`src/rtl/dm_sysbus_access_pkg.sv`:
```
// Shared debug-module types used by the system-bus access engine:
// sberror codes and the SBA state machine encoding.
package dm_sysbus_access_pkg;

  typedef enum logic [2:0] {
    SBE_NONE      = 3'd0,
    SBE_TIMEOUT   = 3'd1,
    SBE_BADADDR   = 3'd2,
    SBE_ALIGNMENT = 3'd3,
    SBE_SIZE      = 3'd4,
    SBE_OTHER     = 3'd7
  } sberror_e;

  typedef enum logic [2:0] {
    S_IDLE       = 3'd0,
    S_READ       = 3'd1,
    S_WRITE      = 3'd2,
    S_WAIT_READ  = 3'd3,
    S_WAIT_WRITE = 3'd4
  } sba_state_e;

endpackage

```
`src/rtl/dm_sysbus_access.sv`:
```
// System-bus access engine: turns debugger sbaddress/sbdata strobes into
// single req/gnt/r_valid bus transfers and reports data, address and errors.
module dm_sysbus_access
  import dm_sysbus_access_pkg::*;
#(
  parameter int BusWidth = 32
) (
  input  logic                  clk_i,
  input  logic                  rst_ni,
  input  logic                  dmactive_i,
  output logic                  master_req_o,
  output logic [BusWidth-1:0]   master_add_o,
  output logic                  master_we_o,
  output logic [BusWidth-1:0]   master_wdata_o,
  output logic [BusWidth/8-1:0] master_be_o,
  input  logic                  master_gnt_i,
  input  logic                  master_r_valid_i,
  input  logic [BusWidth-1:0]   master_r_rdata_i,
  input  logic [BusWidth-1:0]   sbaddress_i,
  output logic [BusWidth-1:0]   sbaddress_o,
  input  logic                  sbaddress_write_valid_i,
  input  logic                  sbreadonaddr_i,
  input  logic                  sbreadondata_i,
  input  logic                  sbautoincrement_i,
  input  logic [2:0]            sbaccess_i,
  input  logic [BusWidth-1:0]   sbdata_i,
  input  logic                  sbdata_write_valid_i,
  input  logic                  sbdata_read_valid_i,
  output logic [BusWidth-1:0]   sbdata_o,
  output logic                  sbdata_valid_o,
  output logic                  sbbusy_o,
  output logic                  sberror_valid_o,
  output logic [2:0]            sberror_o
);

  localparam int MaxSize = (BusWidth == 64) ? 3 : 2;
  localparam int BeW     = BusWidth / 8;

  // Low address bits that must be zero for an access of 2**size bytes.
  function automatic logic [MaxSize-1:0] low_mask(input logic [2:0] size);
    logic [MaxSize-1:0] m;
    for (int i = 0; i < MaxSize; i++) m[i] = (i < int'(size));
    return m;
  endfunction

  function automatic logic [BeW-1:0] byte_mask(input logic [2:0] size);
    logic [BeW-1:0] m;
    int n;
    n = 32'd1 << size;
    for (int i = 0; i < BeW; i++) m[i] = (i < n);
    return m;
  endfunction

  function automatic logic [BusWidth-1:0] expand_mask(input logic [BeW-1:0] bm);
    logic [BusWidth-1:0] m;
    for (int i = 0; i < BeW; i++) m[8*i +: 8] = {8{bm[i]}};
    return m;
  endfunction

  sba_state_e           state_r, state_next_s;
  sberror_e             sberror_s;
  logic [MaxSize-1:0]   offset_s;
  logic [MaxSize+2:0]   shift_s;
  logic [BeW-1:0]       size_be_s;
  logic [BusWidth-1:0]  incr_s;
  logic                 start_rd_s, start_any_s, go_write_s, misaligned_s;

  assign offset_s     = sbaddress_i[MaxSize-1:0];
  assign shift_s      = {offset_s, 3'b000};
  assign size_be_s    = byte_mask(sbaccess_i);
  assign incr_s       = {{(BusWidth-1){1'b0}}, 1'b1} << sbaccess_i;
  assign misaligned_s = (offset_s & low_mask(sbaccess_i)) != {MaxSize{1'b0}};

  // Read-on-data outranks a data write, which outranks read-on-address.
  assign start_rd_s  = sbdata_read_valid_i & sbreadondata_i;
  assign go_write_s  = ~start_rd_s & sbdata_write_valid_i;
  assign start_any_s = start_rd_s | sbdata_write_valid_i
                     | (sbaddress_write_valid_i & sbreadonaddr_i);

  assign master_add_o   = sbaddress_i;
  assign master_be_o    = size_be_s << offset_s;
  assign master_wdata_o = sbdata_i << shift_s;
  assign sbdata_o       = (master_r_rdata_i >> shift_s) & expand_mask(size_be_s);
  assign master_req_o   = (state_r == S_READ) || (state_r == S_WRITE);
  assign master_we_o    = (state_r == S_WRITE);
  assign sbbusy_o       = (state_r != S_IDLE);
  assign sberror_o      = sberror_s;

  // State register.
  always_ff @(posedge clk_i or negedge rst_ni) begin
    if (!rst_ni) begin
      state_r <= S_IDLE;
    end else begin
      state_r <= state_next_s;
    end
  end

  // Next-state, completion strobes, error strobe and post-increment address.
  always_comb begin
    state_next_s    = state_r;
    sbdata_valid_o  = 1'b0;
    sberror_valid_o = 1'b0;
    sberror_s       = SBE_NONE;
    sbaddress_o     = sbaddress_i;
    if (dmactive_i) begin
      case (state_r)
        S_IDLE: begin
          if (start_any_s) begin
            if (sbaccess_i > 3'(MaxSize)) begin
              sberror_valid_o = 1'b1;
              sberror_s       = SBE_SIZE;
            end else if (misaligned_s) begin
              sberror_valid_o = 1'b1;
              sberror_s       = SBE_ALIGNMENT;
            end else if (go_write_s) begin
              state_next_s = S_WRITE;
            end else begin
              state_next_s = S_READ;
            end
          end else begin
            state_next_s = S_IDLE;
          end
        end
        // A response seen together with the grant belongs to the wait state.
        S_READ: begin
          if (master_gnt_i) state_next_s = S_WAIT_READ;
          else state_next_s = S_READ;
        end
        S_WRITE: begin
          if (master_gnt_i) state_next_s = S_WAIT_WRITE;
          else state_next_s = S_WRITE;
        end
        S_WAIT_READ, S_WAIT_WRITE: begin
          if (master_r_valid_i) begin
            state_next_s   = S_IDLE;
            sbdata_valid_o = (state_r == S_WAIT_READ);
            if (sbautoincrement_i) sbaddress_o = sbaddress_i + incr_s;
            else sbaddress_o = sbaddress_i;
          end else begin
            state_next_s = state_r;
          end
        end
        default: state_next_s = S_IDLE;
      endcase
    end else begin
      state_next_s = S_IDLE;
    end
  end

endmodule

```
`config.mk`:
```
export PLATFORM = sky130hd
export DESIGN_NAME = dm_sysbus_access
export DESIGN_NICKNAME = d
export VERILOG_FILES = /design/src/rtl/dm_sysbus_access_pkg.sv /design/src/rtl/dm_sysbus_access.sv
export SDC_FILE = /design/constraint.sdc
export NUM_CORES = 1
export LEC_CHECK = 0
export ABC_AREA = 1
export BUFFER_PORTS_ARGS = -buffer_cell sky130_fd_sc_hd__buf_2
export CAP_MARGIN = 10
export CORE_MARGIN = 5
export CORE_UTILIZATION = 41
export CTS_CLUSTER_SIZE = 28
export DETAILED_ROUTE_END_ITERATION = 10
export GPL_TIMING_DRIVEN = 0
export PLACE_DENSITY = 0.84
export SLEW_MARGIN = 20
export SYNTH_ARGS = -nofsm -noshare
export SYNTH_HDL_FRONTEND = slang
export SYNTH_SLANG_ARGS = --single-unit
export TNS_END_PERCENT = 100
```
`constraint.sdc`:
```
create_clock -name clk_i -period 2.8 [get_ports clk_i]
set_input_delay 0.28 -clock clk_i [delete_from_list [all_inputs] [get_ports clk_i]]
set_output_delay 0.28 -clock clk_i [all_outputs]
set_load 0.02 [all_outputs]
```
* Word-level counts from Yosys, hierarchy flattened
Index checks and enable logic that the tools add are counted.
W data, S select, Z words.
** Cells by class
- Add/subtract/negate cells :: 1
- $mul :: 0
- Divide/modulo/power cells :: 0
- $lt $le $gt $ge :: 7
- Equality and inequality tests :: 7
- Shifts and indexed selects :: 4
- Mux-type cells :: 26
- Bitwise gates (word level) :: 8
- Reduce and logical (&&, ||, !) cells :: 6
** Operators by type and width (count)
- $mux W32 :: 4
- $lt A3 B32 Y1 const A :: 2
- $add A32 B32 Y32 :: 1
- $and A32 B32 Y32 :: 1
- $lt A1 B32 Y1 const A :: 1
- $lt A2 B32 Y1 const A :: 1
- $shl A1 B3 Y32 const A :: 1
- $shl A32 B5 Y32 :: 1
- $shr A32 B5 Y32 :: 1
- $mux W3 :: 10
- $pmux W3 S4 :: 1
- $mux W1 :: 8
- $ne A4 B4 Y1 const B :: 2
- $eq A3 B2 Y1 const B :: 2
- $lt A1 B3 Y1 const A :: 2
- $mux W2 :: 3
- $shl A4 B2 Y4 :: 1
- $and A1 B1 Y1 :: 3
- $eq A3 B1 Y1 const B :: 1
- $eq A3 B3 Y1 const B :: 1
- $gt A3 B2 Y1 const B :: 1
- $logic_not A3 Y1 :: 1
- $ne A3 B3 Y1 const B :: 1
- $reduce_and A3 Y1 :: 1
- other kinds (7) :: 8
** Word-level totals
- Register bits :: 3
- Latch bits :: 0
- Bits in writable memories :: 0
- Bits in read-only memories :: 0
- Input port bits :: 110
- Output and inout bits :: 140
- Word-level logic and storage cells :: 60
- Memories :: 0

* Longest topological paths before layout
Gate-level depths: netlist of the first run.
- Depth in word-level cells :: 9
- Depth in mapped cells :: 15
- Mapped depth without buffers :: 15

* Worst setup path before layout of the first run
Ideal clock, no wire load.
- Kind :: input port to output port
- Start :: in sbaccess_i[1]
- End :: out sbaddress_o[18]
- Data arrival time :: 2.149 ns
- Required time :: 2.520 ns
- Setup slack :: 0.371 ns
- Stages on the path :: 13
- Path buffers :: 0
- Cell sequence :: nor2_1 -> inv_1 -> nor2_2 -> ha_1 -> fa_1 -> nand2_1 -> nand2_1 -> nand3_1 -> nand2_1 -> nand2_1 -> nand2_2 -> nand2_1 -> xnor2_1
** On the way
- Cells in the longest elaborated chain, start to end :: 6
** RTL lines
- start, declared :: line dm_sysbus_access.sv:25 : input logic [2:0] sbaccess_i,
- $shl A1 B3 Y32 :: line dm_sysbus_access.sv:71 : assign incr_s = {{(BusWidth-1){1'b0}}, 1'b1} << sbaccess_i;
- $add A32 B32 Y32 :: line dm_sysbus_access.sv:137 : if (sbautoincrement_i) sbaddress_o = sbaddress_i + incr_s;
- $mux W32 :: line dm_sysbus_access.sv:137
- $mux W32 :: line dm_sysbus_access.sv:134 : if (master_r_valid_i) begin
- $mux W32 :: line dm_sysbus_access.sv:106 : case (state_r)
- $mux W32 :: line dm_sysbus_access.sv:105 : if (dmactive_i) begin
- end, declared :: line dm_sysbus_access.sv:20 : output logic [BusWidth-1:0] sbaddress_o,
Every way passes these cells.

* Worst setup path after layout of the first run
- Start :: in sbaccess_i[2]
- End :: out sbaddress_o[18]
The elaborated chain is that of the path after synthesis.

==> metrics.md, run 1 <==
| Metric | Value |
|---|---|
| Setup Skew | roughly 0.0044 ns |
| Met3 WL post-DR | 1430 µm |
| Routed wl met2 | approximately 7000 µm |
| Max-slew headroom | just over 60% |
| Synthesized Nets | between 700 and 800 |
| Vias | ~4900 |
| Sequential area share after synthesis | ~2.4% |
| Max reg flops | 3 |
| Die Span Y | 96.9 µm |
| Die width | 96.9 µm |
| Critical setup path kind | in2out |
| Final Util | between 60% and 70% |
| Final WS setup | between 0.2 and 0.25 ns |
| Period utilization | around nine tenths |
| Clock Sinks | 3 |
| Mean Syn Cell Area | 5.08 µm² |
| Placed Cells | about 960 |
| First-pass GRT wire length | 23100 µm |
| Fmax | around 390 MHz |
| Family with the most delay on the worst path | simple AND/OR/NAND/NOR gates |
| Worst-path fanout max | 9 |
| Clock Power Share | 11.1% |
| Critical path's slowest cell | fa_1 |
| Largest net degree at the start of global routing | 11 |
| Row count | 31 |
| Net switching power | between 0.6 and 0.7 mW |
| R2R Setup Slk | 1.39 ns |
| Top sig layer | met4 |
| WP buf/inv | 3 |
| Data required, critical path | 2.52 ns |
| Root Driver | clkbuf_8 |
| Post-Layout Cell Count | slightly below 1000 |
| Slew at the pin closest to its max-slew limit | ~0.58 ns |
| Die area | around 9400 µm² |
| Slew Limit Fails | 0 |
| Tmin final | between 2 and 3 ns |
| Post-synthesis cell type count | 40 |
| CTS tree | yes |
| Initial antenna violation count | 0 |
| Clock H-tree levels | 1 |
| Place WS | -0.0149 ns |
| IO Count | 250 |
| Pint | slightly below 0.5 mW |
| Layout net count | between 900 and 1000 |
| EDFF count, synth | 0 |
| Most used cell, CP | nand2_1 |
| CP endpoint kind | primary output |
| GRT overflow | 0 |
| Fraction of layout cells with a size suffix above 1 | 37.4% |
| Routed WL per cell | between 10 and 15 µm |
| HP Class | in2reg |
| DRT Pass-1 Iters | 5 |
| CTS Buf Count | 3 |
| Share of Yosys cell area claimed by the top area cell type | 20.7% |
| Ranking of synthesized cells by area | nand2_1 (21%), inv_1 (9.7%), buf_4 (8.7%) |
| Fin. Hold Viols | 0 |
| Async set or reset register ratio after synthesis | 100% |
| Critical Path AT | about 2.3 ns |
| Vias per cell | about 5.1 |
| Max VDD drop | around 0.18 mV |
| Most common flop cell mapped by yosys | dfrtp_1 |
| PortBufs | around 250 |
| Ys Warns | 0 |
| Core area | about 7300 µm² |
| Clock latency on the worst-skew pair | approximately 0.22 ns |
| Largest area contributor in the netlist | nand2_1 |
| Wire length on met1 | 5330 µm |
| Area of the multi-input gates | ~2400 µm² |
| Most frequent cells after synthesis | nand2_1 (171), inv_1 (80), nor2_1 (72) |
| Seq pwr share | under 10% |
| Status | completed |
| Max cap viols | 0 |
| Number of global-route vias before repair | 4737 |
| Leakage Power | around 2.7 nW |
| HPWL after detailed placement | 12300 µm |
| DRT iter0 DRCs | ~350 |
| Reg with most FFs | state_r |
| Final setup violation count | 0 |
| Sequence of cells on the critical path | buf_2, nor2_2, inv_1, nor2_4, ha_1, fa_1, nand2_1, nand2_1, nand3_1, nand2_1, nand2_1, nand2_2, nand2_1, xnor2_1, buf_2 |
| Drc violations | 0 |
| Layout area overhead | 46.7% |
| Mapped Cells | just over 600 |
| Initial core utilization | 42.5% |
| Drt total wl | between 10000 and 15000 µm |
| Count leader, synth | nand2_1 |
| Crit start category | input pin |
| Antenna cells | 0 |
| Sw frac | approximately three fifths |
| Max incr delay on CP | 0.41 ns |
| Comb pwr share | between 80% and 90% |
| Power density cells | 253 nW/µm² |
| Worst-path clk slew | 0.03 ns |
| Netlist Area Pre-Place | between 3000 and 4000 µm² |
| CTS max path bufs | 2 |
| RSZ-0062 raised after global routing | no |
| Sequential cell area | around 75 µm² |
| Final ANT Viol Nets | 0 |
| Fillcell total | about 800 |
| Flops & latches, synth | 3 |
| Gr usage total | 28.9% |
| GP Congestion | 0.968 |
| Largest regs | state_r x3 |
==> power groups by stage <==
stage	combinational (mW)	sequential [mW]	clock, mW
final	0.955	0.0686	0.128
after floorplan	0.594	0.0662	0
after CTS	0.951	0.0685	0.130
after global routing	1.04	0.0706	0.134
after detailed placement	0.945	0.0685	0
after global placement	0.940	0.0683	0
==> layout make-up <==
cell class	instances	area share, %
Sequential cell	3	1.65
Clock buffer	4	0.992
Multi-Input combinational cell	466	52.0
Timing Repair Buffer	250	27.7
Tap cell	99	2.73
Inverter	84	6.94
Buffer	57	7.99
==> cell usage in the layout, fill, tap and decap left out, types with 8 or more instances in the layout <==
cell,instances
buf_2,253
nand2_1,170
inv_1,80
nor2_1,71
buf_4,37
a21oi_1,35
nand3_1,33
o21ai_0,33
nor3_1,18
clkbuf_1,16
a22oi_1,16
nand4_1,15
ha_1,8
==> cells by family after synthesis <==
| group | count (synthesis) | share of synthesized area, % |
|---|---|---|
| AND/OR/NAND/NOR | 336 | 47.8 |
| AO/OA/AOI/OAI | 110 | 20.9 |
| buffers and inverters | 141 | 21.9 |
| adder cells (fa/ha/maj) | 9 | 3.88 |
| flip-flops | 3 | 2.42 |
| XOR/XNOR | 11 | 3.11 |
==> worst reg2reg max path, cell delays in order, from the launching register on <==
cell	delay (ns)
dfrtp_1	0.40
inv_1	0.11
nand2_1	0.06
nor2_1	0.29
nand3_2	0.19
o21ai_2	0.16
nand2_1	0.08
nand2_1	0.07
==> layer usage <==
metal / global-route usage [%] / vias up
li1: - / 2472
met1: 32.1 / 2121
met2: 53.2 / 302
met3: 7.27 / 38
met4: 9.29 / 0
met5: 0 / -
==> stage by stage <==
stage	setup TNS (ns)	instance area [µm²]	total power [mW]	hold WS [ns]
3_5_place_dp	-0.0149	4460	1.01	0.0763
6_report	0	4540	1.15	0.322
5_1_grt	0	4540	1.25	0.339
2_1_floorplan	0	3100	0.660	-0.0156
4_1_cts	0	4520	1.15	0.321
3_3_place_gp	-0.0170	4460	1.01	0.0756
==> worst paths after layout <==
check                                        from                      to  cells after the start
setup / recovery                    sbaccess_i[2]         sbaddress_o[18]                     15
hold / removal                       master_gnt_i  state_r[2]$_DFFE_PN0P_                      3
min in group asynchronous                  rst_ni  state_r[1]$_DFFE_PN0P_                      2
max in group asynchronous                  rst_ni  state_r[0]$_DFFE_PN0P_                      2
hold reg to reg            state_r[2]$_DFFE_PN0P_  state_r[2]$_DFFE_PN0P_                      2
setup reg to reg           state_r[1]$_DFFE_PN0P_  state_r[1]$_DFFE_PN0P_                      7
==> what timing repair did <==
action,in CTS,in global routing
hold buffers,1,0
buffers inserted,0,1
pin swaps,0,3
endpoints found under the setup margin,1,14
hold endpoints to repair,3,0
resized for setup,1,3
Power figures use the tool's default switching activity.
==> run 2, diff against run 1 <==
==> constraint.sdc (replaced) <==
create_clock -name clk_i -period 2.8 [get_ports clk_i]
set_input_delay 0.14 -clock clk_i [delete_from_list [all_inputs] [get_ports clk_i]]
set_output_delay 0.14 -clock clk_i [all_outputs]
set_load 0.02 [all_outputs]
==> metrics.md, run 2 (same netlist as run 1, synthesis figures left out) <==
| Metric | Value |
|---|---|
| Status | completed |
| Tmin final | 2.41 ns (-0.163 ns) |
| Place WS | 0.265 ns (+0.280 ns) |
| Drc violations | 0 (unchanged) |
| Commonest non-fill, non-tap cell in the layout | buf_2 |
| Max-slew headroom | 61.4% (about the same) |
| GP Congestion | 0.968 (unchanged) |
| Worst reg2reg path depth | 7 (unchanged) |
| Initial core utilization | 42.5% (unchanged) |
| Row count | 31 (unchanged) |
| Die width | 96.9 µm (unchanged) |
| Worst r2r src | state_r[1]$_DFFE_PN0P_ |
| Crit start category | input pin |
| Hold Path Origin | master_gnt_i |
| IO Count | 250 (unchanged) |
| Final ANT Viol Nets | 0 (unchanged) |
| Setup TNS | 0 ns (unchanged) |
| Largest net degree at the start of global routing | 11 (unchanged) |
| Hold Path Stages | 3 (unchanged) |
| Leakage Power | 2.73 nW (-0.17%) |
| RSZ-0062 raised after global routing | no |
| Max incr delay on CP | 0.25 ns (-0.16 ns) |
| Vias | 4933 (unchanged) |
| Largest regs | state_r x3 |
| Net switching power | 0.669 mW (about the same) |
| Fraction of layout cells with a size suffix above 1 | 37.1% (-0.30 points) |
| Drt total wl | 14400 µm (-0.10%) |
| Number of global-route vias before repair | 4738 (+0.021%) |
| First-pass GRT wire length | 23100 µm (about the same) |
| Clock latency on the worst-skew pair | 0.22 ns (about the same) |
| Seq pwr share | 6.0% (about the same) |
| Worst-path fanout max | 10 (+1) |
| Final setup violation count | 0 (unchanged) |
| Max VDD drop | 0.179 mV (about the same) |
| Gr usage total | 28.9% (about the same) |
| Reg with most FFs | state_r |
| Data required, critical path | 2.66 ns (+0.14 ns) |
| End of the worst hold path | state_r[2]$_DFFE_PN0P_ |
| WP buf/inv | 3 (unchanged) |
| Vias per cell | 5.13 (+0.10%) |
| Layout net count | 983 (-0.10%) |
| Slew Limit Fails | 0 (unchanged) |
| Power density cells | 254 nW/µm² (+0.36%) |
| Clock Power Share | 11.2% (about the same) |
| Setup Skew | 0.00408 ns (-0.000276 ns) |
| Initial antenna violation count | 0 (unchanged) |
| Die Span Y | 96.9 µm (unchanged) |
| DRT iter0 DRCs | 372 (+5.4%) |
| Clock Sinks | 3 (unchanged) |
| Die area | 9390 µm² (unchanged) |
| Root Driver | clkbuf_8 |
| Comb pwr share | 82.9% (about the same) |
| Most frequent cells in the layout | buf_2 (253), nand2_1 (171), inv_1 (80), nor2_1 (72), buf_4 (36) |
| Worst R2R End | state_r[1]$_DFFE_PN0P_ |
| Slew at the pin closest to its max-slew limit | 0.578 ns (-0.000295 ns) |
| Sequence of cells on the critical path | buf_2, nor2_1, inv_1, nor2_4, ha_1, fa_1, nand2_1, nand2_1, nand3_1, nand2_1, nand2_1, nand2_2, nand2_1, xnor2_1, buf_2 |
| Max reg flops | 3 (unchanged) |
| Final WS setup | 0.394 ns (+0.163 ns) |
| Layout area overhead | 46.0% |
| PortBufs | 248 (unchanged) |
| CTS max path bufs | 2 (unchanged) |
| Pint | 0.481 mW (-0.21%) |
| Sw frac | 58.2% (about the same) |
| Antenna cells | 0 (unchanged) |
| Routed WL per cell | 14.9 µm (about the same) |
| Period utilization | 85.9% (-5.8 points) |
| CTS Buf Count | 3 (unchanged) |
| Max cap viols | 0 (unchanged) |
| DRT Pass-1 Iters | 7 (+2) |
| Worst-path clk slew | 0.03 ns (about the same) |
| HPWL after detailed placement | 12300 µm (unchanged) |
| HP Class | in2reg |
| Clock H-tree levels | 1 (unchanged) |
| Most used cell, CP | nand2_1 |
| Critical path's slowest cell | nor2_4 |
| R2R Setup Slk | 1.39 ns (about the same) |
| GRT overflow | 0 (unchanged) |
| CP endpoint kind | primary output |
| CTS tree | yes |
| Critical setup path kind | in2out |
| Family with the most delay on the worst path | simple AND/OR/NAND/NOR gates |
| Core area | 7290 µm² (unchanged) |
| Fin. Hold Viols | 0 (unchanged) |
| Critical Path AT | 2.27 ns (-0.02 ns) |
| Fmax | 416 MHz (+6.8%) |
==> run 2: cell type report <==
cell class	instances	area, µm²
buffer	57	363
clock buffer	4	45.0
fill	792	2770
inverter	84	315
multi-input combinational	466	2350
sequential	3	75.1
tap	99	124
timing repair buffer	249	1250
==> run 2: timing repair <==
action,in CTS,in global routing
setup buffers,0,0
gates resized for setup,0,1
hold endpoints to repair,3,0
setup endpoints to repair,0,7
hold buffers,1,0
==> run 2: power by group through the flow <==
| stage | sequential (mW) | combinational, mW | clock, mW |
|---|---|---|---|
| floorplan | 0.0662 | 0.594 | 0 |
| global placement | 0.0683 | 0.940 | 0 |
| detailed placement | 0.0685 | 0.945 | 0 |
| CTS | 0.0685 | 0.950 | 0.130 |
| global route | 0.0706 | 1.04 | 0.134 |
| finish | 0.0686 | 0.953 | 0.128 |
==> run 2: tightest hold or removal path, stage by stage <==
cell and delay (ns):
buf_2 0.09, nand3_1 0.07, nand2_1 0.07
==> run 2: how the worst max path moves through the flow <==
stage,from,to,slack (ns),cells past startpoint
after floorplan,sbaccess_i[1],sbaddress_o[18],0.65,13
after global placement,sbaccess_i[2],sbaddress_o[18],0.26,15
after detailed placement,sbaccess_i[2],sbaddress_o[18],0.27,15
after CTS,sbaccess_i[2],sbaddress_o[18],0.26,15
after global routing,sbaccess_i[2],sbaddress_o[24],0.10,14
final,sbaccess_i[2],sbaddress_o[18],0.39,15
==> run 2: per-layer routing <==
layer	routed length (µm)	track usage [%]	up-vias
met5	0	0	-
met4	480	9.29	0
met3	1580	7.27	40
met2	7120	53.2	304
met1	5180	32.1	2125
li1	-	-	2464
==> run 2: metrics by stage <==
stage               utilization, %  std cells  total power [mW]  cell area [µm²]  hold slack (ns)
floorplan                        -        610             0.660             3100           -0.156
global route                  62.0        962              1.25             4520            0.199
CTS                           61.9        962              1.15             4520            0.181
finish                        62.0        962              1.15             4520            0.184
global placement              61.2        957              1.01             4460          -0.0644
detailed placement            61.2        957              1.01             4460          -0.0637
